### src/rtl/tx_msg_scheduler.sv
// Round-robin scheduler that serialises RGF, single-pixel and burst requests
// onto the shared TX message composer and tracks the TX MAC busy handshake.
module tx_msg_scheduler #(
  parameter int BUSY_TIMEOUT = 16
) (
  input  logic        clk,
  input  logic        rst_n,
  input  logic        rgf_req_in,
  input  logic [31:0] rgf_addr_in,
  input  logic [31:0] rgf_data_in,
  output logic        rgf_done,
  input  logic        sgl_req_in,
  input  logic [13:0] sgl_row_in,
  input  logic [13:0] sgl_col_in,
  input  logic [23:0] sgl_pixel_in,
  output logic        sgl_done,
  input  logic        bst_req_in,
  input  logic [31:0] bst_red_in,
  input  logic [31:0] bst_green_in,
  input  logic [31:0] bst_blue_in,
  output logic        bst_done,
  input  logic        tx_mac_busy,
  output logic        now_rgf_read,
  output logic        now_image_read_single,
  output logic        now_image_read_burst,
  output logic [31:0] rgf_raw_address,
  output logic [31:0] rgf_data,
  output logic [13:0] img_row_counter,
  output logic [13:0] img_col_counter,
  output logic [23:0] pixel_cell,
  output logic [31:0] red_burst_data,
  output logic [31:0] green_burst_data,
  output logic [31:0] blue_burst_data,
  output logic        to_cmpsr_start_req,
  output logic        sched_busy,
  output logic        overrun_err,
  output logic        timeout_err
);

  localparam int CW = $clog2(BUSY_TIMEOUT + 1);
  localparam logic [CW-1:0] TO_LIMIT = CW'(BUSY_TIMEOUT);
  localparam logic [CW-1:0] TO_LAST  = CW'(BUSY_TIMEOUT - 1);

  typedef enum logic [2:0] {
    S_IDLE, S_LOAD, S_START, S_WAIT_BUSY, S_WAIT_DONE
  } state_t;

  typedef enum logic [1:0] {
    SRC_RGF = 2'd0, SRC_SGL = 2'd1, SRC_BST = 2'd2
  } src_t;

  function automatic src_t rr_next(input src_t s);
    case (s)
      SRC_RGF: return SRC_SGL;
      SRC_SGL: return SRC_BST;
      default: return SRC_RGF;
    endcase
  endfunction

  state_t        state, state_nxt;
  src_t          grant, rr_ptr, pick, cand1, cand2;
  logic          pick_valid;
  logic [2:0]    pending, req, accept, drop, done_q, clear_mask;
  logic [CW-1:0] busy_cnt;
  logic          timeout_hit, complete;

  assign req    = {bst_req_in, sgl_req_in, rgf_req_in};
  assign accept = req & ~pending;
  assign drop   = req & pending;

  assign cand1 = rr_next(rr_ptr);
  assign cand2 = rr_next(cand1);

  assign timeout_hit = (state == S_WAIT_BUSY) && !tx_mac_busy && (busy_cnt >= TO_LAST);
  assign complete    = timeout_hit || ((state == S_WAIT_DONE) && !tx_mac_busy);
  assign clear_mask  = complete ? (3'b001 << grant) : 3'b000;

  // NOTE: every always_comb output gets a default first, so no path leaves it unassigned and no latch is inferred.
  always_comb begin
    pick_valid = |pending;
    pick       = cand2;
    if (pending[rr_ptr])     pick = rr_ptr;
    else if (pending[cand1]) pick = cand1;

    state_nxt = state;
    case (state)
      S_IDLE:      if (pick_valid) state_nxt = S_LOAD;
      S_LOAD:      state_nxt = S_START;
      S_START:     state_nxt = S_WAIT_BUSY;
      S_WAIT_BUSY: begin
        if (tx_mac_busy)      state_nxt = S_WAIT_DONE;
        else if (timeout_hit) state_nxt = S_IDLE;
      end
      S_WAIT_DONE: if (!tx_mac_busy) state_nxt = S_IDLE;
      default:     state_nxt = S_IDLE;
    endcase
  end

  // NOTE: sequential state uses non-blocking assignments so every register samples pre-edge values.
  always_ff @(posedge clk or negedge rst_n) begin
    if (!rst_n) begin
      state       <= S_IDLE;
      grant       <= SRC_RGF;
      rr_ptr      <= SRC_RGF;
      pending     <= '0;
      busy_cnt    <= '0;
      done_q      <= '0;
      timeout_err <= 1'b0;
      overrun_err <= 1'b0;
    end else begin
      state       <= state_nxt;
      pending     <= (pending | accept) & ~clear_mask;
      done_q      <= clear_mask;
      timeout_err <= timeout_hit;
      overrun_err <= |drop;
      if (state == S_IDLE && pick_valid) begin
        grant  <= pick;
        rr_ptr <= rr_next(pick);
      end
      // Counter saturates at the limit so a stuck MAC can never wrap it.
      if (state == S_START)
        busy_cnt <= '0;
      else if (state == S_WAIT_BUSY && !tx_mac_busy && busy_cnt != TO_LIMIT)
        busy_cnt <= busy_cnt + CW'(1);
    end
  end

  // NOTE: holding registers are reset because the composer may read them right after reset.
  always_ff @(posedge clk or negedge rst_n) begin
    if (!rst_n) begin
      rgf_raw_address  <= '0;
      rgf_data         <= '0;
      img_row_counter  <= '0;
      img_col_counter  <= '0;
      pixel_cell       <= '0;
      red_burst_data   <= '0;
      green_burst_data <= '0;
      blue_burst_data  <= '0;
    end else begin
      if (accept[SRC_RGF]) begin
        rgf_raw_address <= rgf_addr_in;
        rgf_data        <= rgf_data_in;
      end
      if (accept[SRC_SGL]) begin
        img_row_counter <= sgl_row_in;
        img_col_counter <= sgl_col_in;
        pixel_cell      <= sgl_pixel_in;
      end
      if (accept[SRC_BST]) begin
        red_burst_data   <= bst_red_in;
        green_burst_data <= bst_green_in;
        blue_burst_data  <= bst_blue_in;
      end
    end
  end

  assign sched_busy            = (state != S_IDLE);
  assign to_cmpsr_start_req    = (state == S_START);
  assign now_rgf_read          = sched_busy && (grant == SRC_RGF);
  assign now_image_read_single = sched_busy && (grant == SRC_SGL);
  assign now_image_read_burst  = sched_busy && (grant == SRC_BST);
  assign rgf_done              = done_q[SRC_RGF];
  assign sgl_done              = done_q[SRC_SGL];
  assign bst_done              = done_q[SRC_BST];

endmodule
### config.mk
export PLATFORM = sky130hd
export DESIGN_NAME = tx_msg_scheduler
export DESIGN_NICKNAME = d
export VERILOG_FILES = /design/src/rtl/tx_msg_scheduler.sv
export SDC_FILE = /design/constraint.sdc
export NUM_CORES = 1
export LEC_CHECK = 0
export CORE_ASPECT_RATIO = 0.7
export CORE_MARGIN = 2
export CORE_UTILIZATION = 35
export CTS_BUF_LIST = sky130_fd_sc_hd__clkbuf_16
export DETAILED_ROUTE_END_ITERATION = 10
export HOLD_SLACK_MARGIN = 0.12
export MAX_ROUTING_LAYER = met4
export PLACE_DENSITY = 0.71
export RECOVER_POWER = 50
export SLEW_MARGIN = 15
export SYNTH_ARGS = -nofsm -noshare
export SYNTH_HDL_FRONTEND = slang
export SYNTH_SLANG_ARGS = --single-unit
### constraint.sdc
create_clock -name clk -period 1.9 [get_ports clk]
set_input_delay 0.38 -clock clk [delete_from_list [all_inputs] [get_ports clk]]
set_output_delay 0.38 -clock clk [all_outputs]
set_load 0.02 [all_outputs]
==> summary.md <==
| Metric | Value |
|---|---|
| Final nets | `1250` |
| Register bit count reported by yosys | `232` |
| CP Capture Type | `output port` |
| Final Hold Fails | `0` |
| Run status | `complete, but fails checks` |
| Worst-path clk slew | `60 ps` |
| Post-Syn Area per Cell | `16.5 um2` |
| Failing checks | `negative setup slack` |
| Slew Limit Headroom | `10.1%` |
| CTS max path bufs | `3` |
| PortBufs | `439` |
| Crit path cell chain | `nor3_4 -> buf_6 -> nor3_2 -> buf_4` |
| Clock Skews | `8.29 ps` |
| List of most frequent post-synthesis cells | `232 x dfrtp_1, 114 x mux2_2, 60 x mux2_1, 40 x mux2_4, 21 x buf_2` |
| Simple logic cell fraction of the synthesized area | `2.60%` |
| Period utilization | `100%` |
| Mapped Nets | `770` |
| Drt pass-1 iters | `4` |
| Drt total wl | `26800 um` |
| Cts bufs inserted | `24` |
| Cells after Synth | `549` |
| Main combinational cell family by area after synthesis | `multiplexers` |
| Critical path launch point type | `flop` |
| Static leakage | `7.42 nW` |
| Via density | `4.67` |
| GR Overflow Total | `0` |
| Final HPWL DP | `20500 um` |
| Max incr delay on CP | `440 ps` |
| Slew @ Worst Pin | `1350 ps` |
| Global Route Usage Sum | `19.9%` |
| Core area | `25600 um2` |
| Count leader, synth | `dfrtp_1` |
| Initial drt markers | `154` |
| Post-synth EDFFs | `0` |
| Post-synthesis compound-gate area fraction | `2.26%` |
| Max Freq | `524 MHz` |
| Worst-path fanout max | `4` |
| First-pass GRT wire length | `40500 um` |
| Worst Slack Setup Final | `-6.84 ps` |
| Async S/R FF share, synth | `100%` |
| Worst Path Required | `1520 ps` |
| Post-synth top area cell | `dfrtp_1` |
| Cell variety after synth | `37` |
| VDD IR-drop max | `811 uV` |
| Num rows | `49` |
| Kind of critical path | `flop to output port` |
| Vias in the first global route | `6922` |
| Power Density | `1540 nW/um2` |
| Root Driver | `clkbuf_16` |
| Clock Latency Late Sink | `510 ps` |
| Detailed-route wire length per cell | `19.5 um` |
| Width of the die | `196 um` |
| Worst Path Arrival | `1530 ps` |
| Io pins | `440` |
| Starting Density | `35.4%` |
| Most used flip-flop cell after synthesis | `dfrtp_1` |
| Drt drc | `0` |
| H-Tree Depth | `1` |
| Mux contribution to synthesized area | `28.4%` |
| Ys Warns | `0` |
| RSZ-0062 raised after global routing | `true` |
| Die height | `139 um` |
| Place WS | `2.76 ps` |
| Clock period minus worst slack | `1910 ps` |
| Placer Congestion | `0.806` |
| XOR/XNOR Fraction of Synth Area | `0.0967%` |
| Pins over their slew limit | `0` |
| Crit-path leading delay family | `flip-flops` |
| Min-Delay Path Class | `primary input to flop` |
| Final setup TNS | `-6.84 ps` |
| Antenna violations before repair | `1` |
| Largest net degree at the start of global routing | `55` |
| Setup violators final | `1` |
| Antenna viol nets, final | `0` |
| Ratio of cells with drive above 1 in the final layout | `22.4%` |
| Vias | `6422` |
| Register area share after synthesis | `64.1%` |
| CTS tree | `built` |
| CP max-delay cell | `dfrtp_2` |
| Synth top area share | `64.1%` |
| WP buf/inv | `2` |
| Max Cap Viol | `0` |
| Mapped Area | `9060 um2` |
| Die ar. | `27200 um2` |
| Clock Sinks | `232` |
| Ranking of synthesized cells by area | `dfrtp_1 64%, mux2_2 14%, mux2_1 7.5%` |
| Synth Area in Adders | `0.414%` |
| Layout area overhead | `65.3%` |
## layout make-up
class | count | area, um2
diodes | 1 | 2.50
repair buffers | 480 | 4890
multi-input cells | 281 | 3030
well taps | 331 | 414
fillers | 2071 | 10600
inverters | 10 | 37.5
clock buffers | 25 | 626
clock inverters | 16 | 171
flip-flops and latches | 232 | 5810
## flip-flops by register name, summed over array words and instances (netlist names), 5 cells and up
signal / count
blue_burst_data: 32
busy_cnt: 5
green_burst_data: 32
img_col_counter: 14
img_row_counter: 14
pixel_cell: 24
red_burst_data: 32
rgf_data: 32
rgf_raw_address: 32
## kinds of logic (layout without fill, tap and decap cells)
| logic type | Yosys count | count (layout) |
|---|---|---|
| other | 0 | 1 |
| multiplexers | 215 | 215 |
| AO/OA/AOI/OAI | 22 | 22 |
| XOR/XNOR | 1 | 1 |
| buffers and inverters | 36 | 531 |
| adder cells (fa/ha/maj) | 3 | 3 |
| flip-flops | 232 | 232 |
| AND/OR/NAND/NOR | 40 | 40 |
## per-stage QoR
stage | util, % | area, um2 | cells | total power, mW | hold WS (ps)
3_5_place_dp | 55.5 | 14200 | 1331 | 19.0 | 345
2_1_floorplan | - | 9060 | 549 | 13.1 | 84.4
5_1_grt | 58.6 | 15000 | 1376 | 24.2 | 448
4_1_cts | 58.5 | 15000 | 1375 | 23.6 | 383
3_3_place_gp | 55.5 | 14200 | 1331 | 18.7 | 341
6_report | 58.6 | 15000 | 1376 | 23.0 | 467
## where the power goes
group	switching, mW	leakage [nW]	internal [mW]
clock	1.91	0.406	2.90
combinational	4.91	4.17	5.10
sequential	1.14	2.84	7.07
## layer usage
metal,GRT usage [%],share of wire [%],vias to the layer above
met3,7.54,9.8,52
li1,-,-,2911
met1,22.7,38,3203
met2,32.8,49,256
met4,5.30,2.9,0
met5,-,0,-
## final timing paths
kind / start / to / slack, ps / depth (start not counted)
max: state[0] / now_rgf_read / -7 / 4
min: rgf_data_in[25] / rgf_data[25] / 470 / 2
max reg2reg: busy_cnt[0] / pending[0] / 70 / 7
min reg2reg: rgf_raw_address[20] / rgf_raw_address[20] / 480 / 1
max in group asynchronous: rst_n / pixel_cell[3] / 190 / 3
min in group asynchronous: rst_n / green_burst_data[2] / 730 / 2
## layout by cell type (no fill, tap or decap), drive strengths merged, types with 2 or more instances in the layout
master           n
nor2b            4
inv             13
a21oi            3
nand4            2
ha               3
o22a             2
nand2b           3
nand2            9
a31oi            2
buf             32
o21ai            5
nand3            2
dlygate4sd2     57
nor3             4
bufinv           4
clkinv           9
nor2            10
dfrtp          232
clkdlybuf4s50  291
mux2           214
o31ai            4
and3             2
dlymetal6s2s    85
clkbuf          39
## worst reg2reg max path: cells and delay by family (launching register included)
kind                       cells  cell delay (ps)
AOI/OAI and AO/OA              3              520
DFF                            1              420
adders and majority gates      2              410
and+or+nand+nor                2              400
## what timing repair did
| action | CTS | global route |
|---|---|---|
| pin swaps | 1 | 0 |
| hold buffers | 1 | 0 |
| resized for setup | 87 | 88 |
| endpoints found under the hold margin | 45 | 0 |
| endpoints found under the setup margin | 62 | 95 |
| setup buffers | 2 | 0 |
No activity file was read; power rests on OpenSTA's default activity.
